==> src/rtl/axi_read_arbiter.sv <==
// axi_read_arbiter: shares one AXI read channel (AR+R) between fetch (port 0) and load (port 1), one burst at a time.
module axi_read_arbiter #(
  parameter int ID_WIDTH   = 13,
  parameter int ADDR_WIDTH = 64,
  parameter int DATA_WIDTH = 64
) (
  input  logic                  clk,
  input  logic                  reset,
  input  logic [1:0]            rq_valid,
  output logic [1:0]            rq_ready,
  input  logic [ADDR_WIDTH-1:0] rq0_addr,
  input  logic [ADDR_WIDTH-1:0] rq1_addr,
  input  logic [7:0]            rq0_len,
  input  logic [7:0]            rq1_len,
  output logic [DATA_WIDTH-1:0] rs_rdata,
  output logic [1:0]            rs_rresp,
  output logic                  rs_rlast,
  output logic [1:0]            rs_rvalid,
  input  logic [1:0]            rs_rready,
  output logic [ID_WIDTH-1:0]   m_axi_arid,
  output logic [ADDR_WIDTH-1:0] m_axi_araddr,
  output logic [7:0]            m_axi_arlen,
  output logic [2:0]            m_axi_arsize,
  output logic [1:0]            m_axi_arburst,
  output logic                  m_axi_arvalid,
  input  logic                  m_axi_arready,
  input  logic [ID_WIDTH-1:0]   m_axi_rid,
  input  logic [DATA_WIDTH-1:0] m_axi_rdata,
  input  logic [1:0]            m_axi_rresp,
  input  logic                  m_axi_rlast,
  input  logic                  m_axi_rvalid,
  output logic                  m_axi_rready
);
  typedef enum logic [1:0] {IDLE, ADDR, DATA} state_e;
  state_e                state_q, state_d;
  logic                  grant_q, grant_d;
  logic [ADDR_WIDTH-1:0] araddr_q, araddr_d;
  logic [7:0]            arlen_q, arlen_d;
  logic [ID_WIDTH-1:0]   arid_q, arid_d;
  logic                  win, in_data, last_hs;
  logic                  unused_rid;
  assign unused_rid = ^m_axi_rid;
  assign in_data = state_q == DATA;
  assign last_hs = in_data && m_axi_rvalid && m_axi_rready && m_axi_rlast;
`ifdef AXI_RD_ARB_ROUND_ROBIN_EN
  logic last_q, last_d, id_err_q, id_err_d, unused_id_err;
  assign unused_id_err = id_err_q;
  assign win = &rq_valid ? ~last_q : rq_valid[1];
  assign last_d = last_hs ? grant_q : last_q;
  assign id_err_d = id_err_q | (in_data && m_axi_rvalid && m_axi_rid[0] != grant_q);
  always_ff @(posedge clk) begin
    if (reset) begin
      last_q   <= 1'b1;
      id_err_q <= 1'b0;
    end else begin
      last_q   <= last_d;
      id_err_q <= id_err_d;
    end
  end
`else
  assign win = rq_valid[1];
`endif
  always_comb begin
    state_d  = state_q;
    grant_d  = grant_q;
    araddr_d = araddr_q;
    arlen_d  = arlen_q;
    arid_d   = arid_q;
    if (state_q == IDLE && |rq_valid) begin
      state_d  = ADDR;
      grant_d  = win;
      araddr_d = win ? rq1_addr : rq0_addr;
      arlen_d  = win ? rq1_len : rq0_len;
      arid_d   = ID_WIDTH'(win);
    end
    if (state_q == ADDR && m_axi_arready) state_d = DATA;
    if (last_hs) state_d = IDLE;
  end
  always_ff @(posedge clk) begin
    if (reset) begin
      state_q  <= IDLE;
      grant_q  <= 1'b0;
      araddr_q <= '0;
      arlen_q  <= '0;
      arid_q   <= '0;
    end else begin
      state_q  <= state_d;
      grant_q  <= grant_d;
      araddr_q <= araddr_d;
      arlen_q  <= arlen_d;
      arid_q   <= arid_d;
    end
  end
  assign m_axi_arvalid = state_q == ADDR;
  assign m_axi_arid    = arid_q;
  assign m_axi_araddr  = araddr_q;
  assign m_axi_arlen   = arlen_q;
  assign m_axi_arsize  = 3'($clog2(DATA_WIDTH / 8));
  assign m_axi_arburst = 2'b01;
  assign rq_ready      = (m_axi_arvalid && m_axi_arready) ? (grant_q ? 2'b10 : 2'b01) : 2'b00;
  assign m_axi_rready  = in_data && rs_rready[grant_q];
  assign rs_rvalid     = {in_data && m_axi_rvalid && grant_q, in_data && m_axi_rvalid && !grant_q};
  assign rs_rdata      = m_axi_rdata;
  assign rs_rresp      = m_axi_rresp;
  assign rs_rlast      = m_axi_rlast;
endmodule

==> config.mk <==
export PLATFORM = sky130hd
export DESIGN_NAME = axi_read_arbiter
export DESIGN_NICKNAME = d
export VERILOG_FILES = /design/src/rtl/axi_read_arbiter.sv
export SDC_FILE = /design/constraint.sdc
export NUM_CORES = 1
export LEC_CHECK = 0
export BUFFER_PORTS_ARGS = -buffer_cell sky130_fd_sc_hd__buf_2
export CORE_AREA = 4 4 150 152
export CTS_BUF_LIST = sky130_fd_sc_hd__clkbuf_4 sky130_fd_sc_hd__clkbuf_8
export CTS_CLUSTER_DIAMETER = 200
export DETAILED_ROUTE_END_ITERATION = 10
export DIE_AREA = 0 0 154 156
export GPL_TIMING_DRIVEN = 1
export PLACE_DENSITY_LB_ADDON = 0.25
export SLEW_MARGIN = 20
export SYNTH_ARGS = -nofsm -noshare
export SYNTH_HDL_FRONTEND = slang
export SYNTH_SLANG_ARGS = --single-unit
==> constraint.sdc <==
create_clock -name clk -period 1.5 [get_ports clk]
set_input_delay 0.3 -clock clk [delete_from_list [all_inputs] [get_ports clk]]
set_output_delay 0.3 -clock clk [all_outputs]
set_load 0.005 [all_outputs]
==> results of run 1 <==
==> through the flow <==
step	utilization (%)	cells	TNS, ns
after floorplan	-	459	0
after global placement	24.53	861	0
after detailed placement	24.53	861	0
after CTS	25.75	880	-0.004456
after global routing	25.91	881	-0.1786
final	25.91	881	0
==> power by group through the flow <==
stage | Clock [W] | Combinational (W) | Sequential [W]
final | 0.00179 | 0.00157 | 0.00239
after floorplan | 0 | 0.00107 | 0.00245
after global placement | 0 | 0.00157 | 0.00244
after CTS | 0.00190 | 0.00160 | 0.00239
after detailed placement | 0 | 0.00157 | 0.00244
after global routing | 0.00198 | 0.00175 | 0.00242
==> cell families (layout without fill, tap and decap cells) <==
| group | Yosys count | count (layout) |
|---|---|---|
| buffers and inverters | 127 | 274 |
| DFF | 75 | 75 |
| AOI/OAI and AO/OA | 150 | 150 |
| other | 2 | 17 |
| and+or+nand+nor | 17 | 17 |
| muxes | 73 | 73 |
==> routing by layer <==
layer	vias to the layer above	global-route usage (%)	wire [um]
met1	1653	11.96	5387
met4	0	3.322	167
met5	-	0	0
met2	197	18.12	6598
met3	21	4.133	1325
li1	1827	-	-
==> state kept, by name, summed over array words and instances, names as in the netlist <==
name,flops
m_axi_araddr,64
m_axi_arid,1
m_axi_arlen,8
state_q,2
==> Yosys cell counts <==
master / instances / area share [%]
a211oi_1: 64 / 11
a211oi_2: 8 / 2.3
a21oi_1: 75 / 8.7
and3_1: 2 / 0.29
buf_2: 9 / 1.0
buf_4: 87 / 15
buf_6: 22 / 5.8
clkbuf_1: 8 / 0.70
conb_1: 2 / 0.17
dfxtp_1: 75 / 35
inv_1: 1 / 0.087
mux2i_1: 73 / 17
nand2_1: 4 / 0.35
nand4b_1: 1 / 0.20
nor2_1: 4 / 0.35
nor2_4: 1 / 0.26
nor2b_1: 3 / 0.44
nor3_4: 1 / 0.38
o21ai_0: 1 / 0.12
o21bai_1: 1 / 0.17
o31ai_1: 1 / 0.17
or2_1: 1 / 0.15
==> critical path: cells and delay by family (launching register included) <==
kind	cells	cell delay, ns
flip-flops	1	0.38
AND/OR/NAND/NOR	2	0.35
buffers and inverters	1	0.09
==> timing repair <==
item,CTS,global route
setup buffers,3,1
pin swaps,0,1
setup endpoints to repair,6,5
hold buffers,0,0
gates resized for setup,7,5
==> worst min-delay path by stage <==
stage,startpoint,endpoint,cells past startpoint
3_3_place_gp,m_axi_araddr[27],m_axi_araddr[27],2
2_1_floorplan,m_axi_arready,state_q[1],2
6_report,rq_valid[1],m_axi_arid[0],3
5_1_grt,rq_valid[1],m_axi_arid[0],3
4_1_cts,rq_valid[1],m_axi_arid[0],3
3_5_place_dp,m_axi_araddr[22],m_axi_araddr[22],2
==> area by class of cell <==
class                           count  area, um2  share of cell area [%]
Clock inverter                      6      88.84                   1.631
Timing Repair Buffer              257       1470                   26.99
Clock buffer                       10      131.4                   2.412
Inverter                            1      3.754                 0.06892
Multi-Input combinational cell    257       1898                   34.85
Tap cell                          275      344.1                   6.317
Sequential cell                    75       1510                   27.73
==> flow_metrics.env, run 1 <==
export IMPL_synth_xor_area_share_pct=0
export IMPL_grt_pass1_vias=3721
export IMPL_hold_violations=0
export IMPL_setup_ws_ns=0.03259
export IMPL_design_core_area_um2=21020
export IMPL_viasPerCell=4.198
export IMPL_drv_cap=0
export IMPL_combPwrFrac_pct=27.3
export IMPL_intPower_w=0.003979
export IMPL_die_area_um2=24020
export IMPL_dpl_cell_area_um2=5157
export IMPL_dr_pass1_iters=4
export IMPL_postSynthCellCount=444
export IMPL_grt_use_total_pct=10.50
export IMPL_placementRows=53
export IMPL_grt_antenna_before_repair=0
export IMPL_p_leak_nw=2.639
export IMPL_grt_max_degree=46
export IMPL_start_kind="register"
export IMPL_cpPeakStageDelay_ns=0.38
export IMPL_wl_um=13480
export IMPL_p_switching_w=0.001769
export IMPL_period_share_pct=97.83
export IMPL_whs_ns=0.2116
export IMPL_final_cell_mix="230 x buf_2, 75 x a21oi_1, 72 x mux2i_1, 72 x dfxtp_1, 64 x a211oi_1"
export IMPL_ys_seq_area_share_pct=34.92
export IMPL_skew_ns=0.007403
export IMPL_vias=3698
export IMPL_clock_fmax_mhz=681.5
export IMPL_synth_top_family_by_area="buffers and inverters"
export IMPL_syn_cell_area_um2=4299
export IMPL_rsz0062_at_grt="yes"
export IMPL_clockRootBuffer="clkbuf_8"
export IMPL_post_synth_and_or_nand_nor_area_fraction_pct=2.416
export IMPL_rrSetupSlack_ns=0.14
export IMPL_irDropWorstVdd_uv=357.2
export IMPL_drc=0
export IMPL_start_util_pct=20.45
export IMPL_finalSetupViolations=0
export IMPL_seqPwrFrac_pct=41.6
export IMPL_cts_tree="yes"
export IMPL_timing_max_transition_violations_final=0
export IMPL_p_sw_share_pct=30.78
export IMPL_first_iter_violations=128
export IMPL_cpMaxStageDelayCell="dfxtp_4"
export IMPL_fin_crit_ns=1.467
export IMPL_crit_chain="nor2b_4 > and3_4 > buf_6"
export IMPL_worstPathMaxFanout=4
export IMPL_nets=833
export IMPL_postRouteAntennaNets=0
export IMPL_dpl_hpwl_um=9767
export IMPL_hp_class="in2reg"
export IMPL_crit_type="reg2out"
export IMPL_powerDensity_nw_per_um2=1055
export IMPL_ff2ff_path_depth=5
export IMPL_h_tree_depth=3
export IMPL_synth_area_mux_share_pct=17.00
export IMPL_synth_adder_area_share_pct=0
export IMPL_final_cell_area_um2=5446
export IMPL_worst_ep_arrival_time_ns=1.17
export IMPL_die_y_um=156
export IMPL_overflow=0
export IMPL_cts_sinks=75
export IMPL_num_io_pins=395
export IMPL_cts_buffers=9
export IMPL_synth_seq_cells=75
export IMPL_mostFrequentLayoutCell="buf_2"
export IMPL_grt_pass1_wl_um=20180
export IMPL_reg2reg_to="m_axi_araddr[51]"
export IMPL_ys_warn_count=0
export IMPL_power_w=0.005748
export IMPL_synth_cell_type_count=22
export IMPL_clock_tree_buffer_depth=2
export IMPL_status="finished clean"
export IMPL_clock_latency_ns=0.36
export IMPL_drive_gt1_share_pct=48.02
export IMPL_place_congestion=0.6748
export IMPL_dp_slack_ns=0.08209
export IMPL_areaGrowthSynthToFinish_pct=26.69
export IMPL_synth_area_per_cell_um2=9.683
export IMPL_startpoint="state_q[0]"
export IMPL_fill_cells=2267
export IMPL_die_x_um=154
export IMPL_endpoint="rq_ready[1]"
export IMPL_antennaDiodeCount=0
export IMPL_wl_per_cell_um=15.30
export IMPL_rr_startpoint="state_q[1]"
export IMPL_cp_end_kind="output pin"
export IMPL_cp_required_ns=1.20
export IMPL_synth_compound_area_share_pct=22.70
export IMPL_portBuffers=232
export IMPL_clk_pin_slew_worst_paths_ns=0.09
export IMPL_clockPowerShare_pct=31.2
No activity file was read; power rests on OpenSTA's default activity.
==> run 2, diff against run 1 <==
REMOVE_ABC_BUFFERS = 1   (was not set)
==> flow_metrics.env, run 2 (synthesized netlist as in run 1, its figures left out) <==
export IMPL_hp_class="in2reg"
export IMPL_p_leak_nw=2.580
export IMPL_holdBufCountCts=0
export IMPL_cts_sinks=75
export IMPL_period_share_pct=99.05
export IMPL_ff2ff_path_depth=5
export IMPL_startpoint="state_q[1]"
export IMPL_grt_pass1_vias=3660
export IMPL_die_y_um=156
export IMPL_postRouteAntennaNets=0
export IMPL_crit_type="reg2out"
export IMPL_worstPathMaxFanout=4
export IMPL_placed_cells=855
export IMPL_grt_pass1_wl_um=28160
export IMPL_skew_ns=0.007629
export IMPL_cp_top_family="flip-flops"
export IMPL_start_kind="register"
export IMPL_final_cell_mix="230 x buf_2, 75 x a21oi_1, 73 x mux2i_1, 72 x dfxtp_1, 64 x a211oi_1"
export IMPL_worst_path_stages=3
export IMPL_wl_um=21010
export IMPL_clk_pin_slew_worst_paths_ns=0.08
export IMPL_design_core_area_um2=21020
export IMPL_cp_end_kind="output pin"
export IMPL_rrSetupSlack_ns=0.13
export IMPL_crit_chain="nor2b_4 > and3_4 > buf_6"
export IMPL_overflow=0
export IMPL_irDropWorstVdd_uv=357.7
export IMPL_hold_violations=0
export IMPL_cts_buffers=9
export IMPL_cts_tree="yes"
export IMPL_placementRows=53
export IMPL_dr_pass1_iters=4
export IMPL_viasPerCell=4.386
export IMPL_reg2reg_to="m_axi_araddr[3]"
export IMPL_h_tree_depth=3
export IMPL_finalSetupViolations=0
export IMPL_die_area_um2=24020
export IMPL_worst_ep_arrival_time_ns=1.19
export IMPL_first_iter_violations=134
export IMPL_num_io_pins=395
export IMPL_largest_reg_flops=64
export IMPL_mostFrequentLayoutCell="buf_2"
export IMPL_die_x_um=154
export IMPL_timing_max_transition_violations_final=0
export IMPL_grt_max_degree=51
export IMPL_nets=827
export IMPL_drive_gt1_share_pct=47.49
export IMPL_cpPeakStageDelay_ns=0.38
export IMPL_instances_no_fill=873
export IMPL_powerDensity_nw_per_um2=1002
export IMPL_clock_latency_ns=0.36
export IMPL_clock_fmax_mhz=673.1
export IMPL_cp_required_ns=1.20
export IMPL_status="finished clean"
export IMPL_wl_per_cell_um=24.06
export IMPL_start_util_pct=20.45
export IMPL_grt_use_total_pct=16.49
export IMPL_clock_tree_buffer_depth=2
export IMPL_areaGrowthSynthToFinish_pct=23.63
export IMPL_antennaDiodeCount=0
export IMPL_clockRootBuffer="clkbuf_8"
export IMPL_drv_cap=0
export IMPL_portBuffers=232
export IMPL_drc=0
export IMPL_grt_antenna_before_repair=0
export IMPL_endpoint="rs_rvalid[1]"
export IMPL_rr_startpoint="state_q[1]"
export IMPL_worstPathBufferInverterCount=1
export IMPL_dpl_hpwl_um=17200
export IMPL_cpMaxStageDelayCell="dfxtp_4"
export IMPL_fin_crit_ns=1.486
export IMPL_place_congestion=0.7943
export IMPL_vias=3829
export IMPL_whs_ns=0.2273
export IMPL_rsz0062_at_grt="yes"
[run 2: report_power, final]
part           internal (W)  switching, W
combinational      0.000743      0.000809
clock              0.000591      0.000793
sequential          0.00226      0.000133
total               0.00359       0.00174
[run 2: cell type report]
cell class	instances	area (um2)
Timing Repair Buffer	251	1404
Multi-Input combinational cell	257	1899
Clock buffer	10	131.4
Inverter	1	3.754
Clock inverter	4	20.02
Fill cell	2337	15710
Tap cell	275	344.1
Sequential cell	75	1513
[run 2: metal layers]
metal | share of wire (%) | global-route usage (%)
met5 | 0.89 | 5.556
met4 | 0.89 | 3.280
met1 | 29 | 13.87
met3 | 28 | 21.39
met2 | 42 | 23.75
[run 2: worst register-to-register path: stages (launching register included)]
cell and delay, ns:
dfxtp_4 0.37, buf_4 0.16, nor2_4 0.17, buf_12 0.23, a21oi_1 0.14, a211oi_1 0.22
[run 2: stage by stage]
step	cell area, um2	power, W	worst slack, ns	setup TNS [ns]	utilization [%]
floorplan	3379	0.003108	-0.7018	-50.75	-
global placement	5087	0.003981	0.07075	0	24.20
detailed placement	5087	0.003985	0.06298	0	24.20
CTS	5306	0.005453	-0.01931	-0.01931	25.24
global route	5315	0.005692	-0.06463	-0.2313	25.28
finish	5315	0.005324	0.01428	0	25.28
[run 2: timing repair]
item                                    in CTS  in global routing
buffers inserted                             4                  0
gates resized for setup                     12                  3
endpoints found under the setup margin       6                  5
pin swaps                                    1                  3
[run 2: how the worst min path moves through the flow]
stage	start	endpoint	slack, ns	cells past startpoint
final	m_axi_arready	state_q[1]	0.23	3
after global routing	m_axi_arready	state_q[1]	0.24	3
after CTS	m_axi_arready	state_q[1]	0.20	3
after detailed placement	m_axi_araddr[11]	m_axi_araddr[11]	0.51	2
after global placement	m_axi_araddr[34]	m_axi_araddr[34]	0.50	2
after floorplan	reset	m_axi_araddr[52]	0.36	1
==> run 3, diff against run 2 <==
RECOVER_POWER = 100   (was not set)
==> flow_metrics.env, run 3 (synthesized netlist as in run 1, its figures left out) <==
export IMPL_final_cell_mix="172 x buf_2, 75 x a21oi_1, 73 x mux2i_1, 72 x dfxtp_1, 64 x a211oi_1"
export IMPL_clock_tree_buffer_depth=2
export IMPL_skew_ns=0.006740
export IMPL_timing_max_transition_violations_final=0
export IMPL_final_cell_area_um2=5234
export IMPL_grt_max_degree=51
export IMPL_wl_per_cell_um=24.04
export IMPL_worst_ep_arrival_time_ns=1.19
export IMPL_drv_cap=0
export IMPL_cts_buffers=9
export IMPL_largest_reg_flops=64
export IMPL_dpl_cell_area_um2=5087
export IMPL_vias=3836
export IMPL_fin_crit_ns=1.486
export IMPL_viasPerCell=4.394
export IMPL_reg2reg_to="m_axi_araddr[3]"
export IMPL_overflow=0
export IMPL_instances_no_fill=873
export IMPL_rr_startpoint="state_q[1]"
export IMPL_finalSetupViolations=0
export IMPL_setup_ws_ns=0.01449
export IMPL_postRouteAntennaNets=0
export IMPL_endpoint="rs_rvalid[1]"
export IMPL_dp_slack_ns=0.06298
export IMPL_design_core_area_um2=21020
export IMPL_start_util_pct=20.45
export IMPL_placed_cells=855
export IMPL_status="finished clean"
export IMPL_nets=827
export IMPL_fill_cells=2359
export IMPL_irDropWorstVdd_uv=358.4
export IMPL_rsz0062_at_grt="yes"
export IMPL_h_tree_depth=3
export IMPL_areaGrowthSynthToFinish_pct=21.74
export IMPL_hold_violations=0
export IMPL_grt_antenna_before_repair=0
export IMPL_rrSetupSlack_ns=0.03
export IMPL_grt_pass1_vias=3660
export IMPL_antennaDiodeCount=0
export IMPL_startpoint="state_q[1]"
export IMPL_place_congestion=0.7943
export IMPL_drive_gt1_share_pct=37.79
export IMPL_period_share_pct=99.03
export IMPL_grt_pass1_wl_um=28160
export IMPL_die_x_um=154
export IMPL_placementRows=53
export IMPL_clk_pin_slew_worst_paths_ns=0.08
export IMPL_die_y_um=156
export IMPL_grt_use_total_pct=16.49
export IMPL_mostFrequentLayoutCell="buf_2"
export IMPL_start_kind="register"
export IMPL_holdBufCountCts=0
export IMPL_dpl_hpwl_um=17200
export IMPL_clockRootBuffer="clkbuf_8"
export IMPL_crit_type="reg2out"
export IMPL_cts_sinks=75
export IMPL_drc=0
export IMPL_utilization_pct=24.90
export IMPL_hp_class="in2reg"
export IMPL_cp_end_kind="output pin"
export IMPL_cp_required_ns=1.20
export IMPL_ff2ff_path_depth=4
export IMPL_worstPathMaxFanout=4
export IMPL_clock_latency_ns=0.36
export IMPL_wl_um=20980
export IMPL_p_leak_nw=2.364
export IMPL_portBuffers=232
export IMPL_powerDensity_nw_per_um2=1006
export IMPL_dr_pass1_iters=4
export IMPL_first_iter_violations=142
export IMPL_cts_tree="yes"
export IMPL_num_io_pins=395
export IMPL_die_area_um2=24020
export IMPL_tns_ns=0
export IMPL_clock_fmax_mhz=673.2
-- run 3: changes by cell type in the layout (fill, tap and decap cells not counted) --
cell	delta
buf_2	-58
buf_6	+1
buf_12	-1
clkbuf_1	+58
-- run 3: how the worst min path moves through the flow --
stage               depth (start not counted)                to  slack [ns]              from
floorplan                                   1  m_axi_araddr[52]        0.36             reset
global placement                            2  m_axi_araddr[34]        0.50  m_axi_araddr[34]
detailed placement                          2  m_axi_araddr[11]        0.51  m_axi_araddr[11]
CTS                                         3        state_q[1]        0.20     m_axi_arready
global route                                3        state_q[1]        0.24     m_axi_arready
finish                                      3        state_q[1]        0.23     m_axi_arready
-- run 3: report_power, final --
part	total, W	internal, W	switching, W
sequential	0.00239	0.00226	0.000139
combinational	0.00149	0.000683	0.000810
clock	0.00138	0.000590	0.000787
-- run 3: through the flow --
stage / power (W) / hold slack (ns)
3_5_place_dp: 0.003985 / 0.5082
4_1_cts: 0.005453 / 0.2010
5_1_grt: 0.005636 / 0.2355
3_3_place_gp: 0.003981 / 0.5034
6_report: 0.005265 / 0.2298
2_1_floorplan: 0.003108 / 0.3646
-- run 3: routing by layer --
metal  vias up  global-route usage, %  part of all wire [%]
met5         -                  5.556                  0.89
met4         4                  3.280                  0.88
met3        14                  21.39                    28
met2       327                  23.75                    42
met1      1683                  13.87                    29
li1       1808                      -                     -
-- run 3: repair_timing --
item	CTS	global route
setup buffers	4	0
pin swaps	1	3
setup endpoints to repair	6	5
resized for setup	12	3
-- run 3: worst max-delay path: stages (launching register included) --
cell and delay (ns):
dfxtp_4 0.38, nor2b_4 0.16, and3_4 0.20, buf_6 0.09
-- run 3: cell type report --
class / instances / area (um2) / area share [%]
clock buffers: 10 / 131.4 / 2.510
multi-input cells: 257 / 1899 / 36.29
repair buffers: 251 / 1323 / 25.27
well taps: 275 / 344.1 / 6.574
flip-flops and latches: 75 / 1513 / 28.90
inverters: 1 / 3.754 / 0.07172
clock inverters: 4 / 20.02 / 0.3825
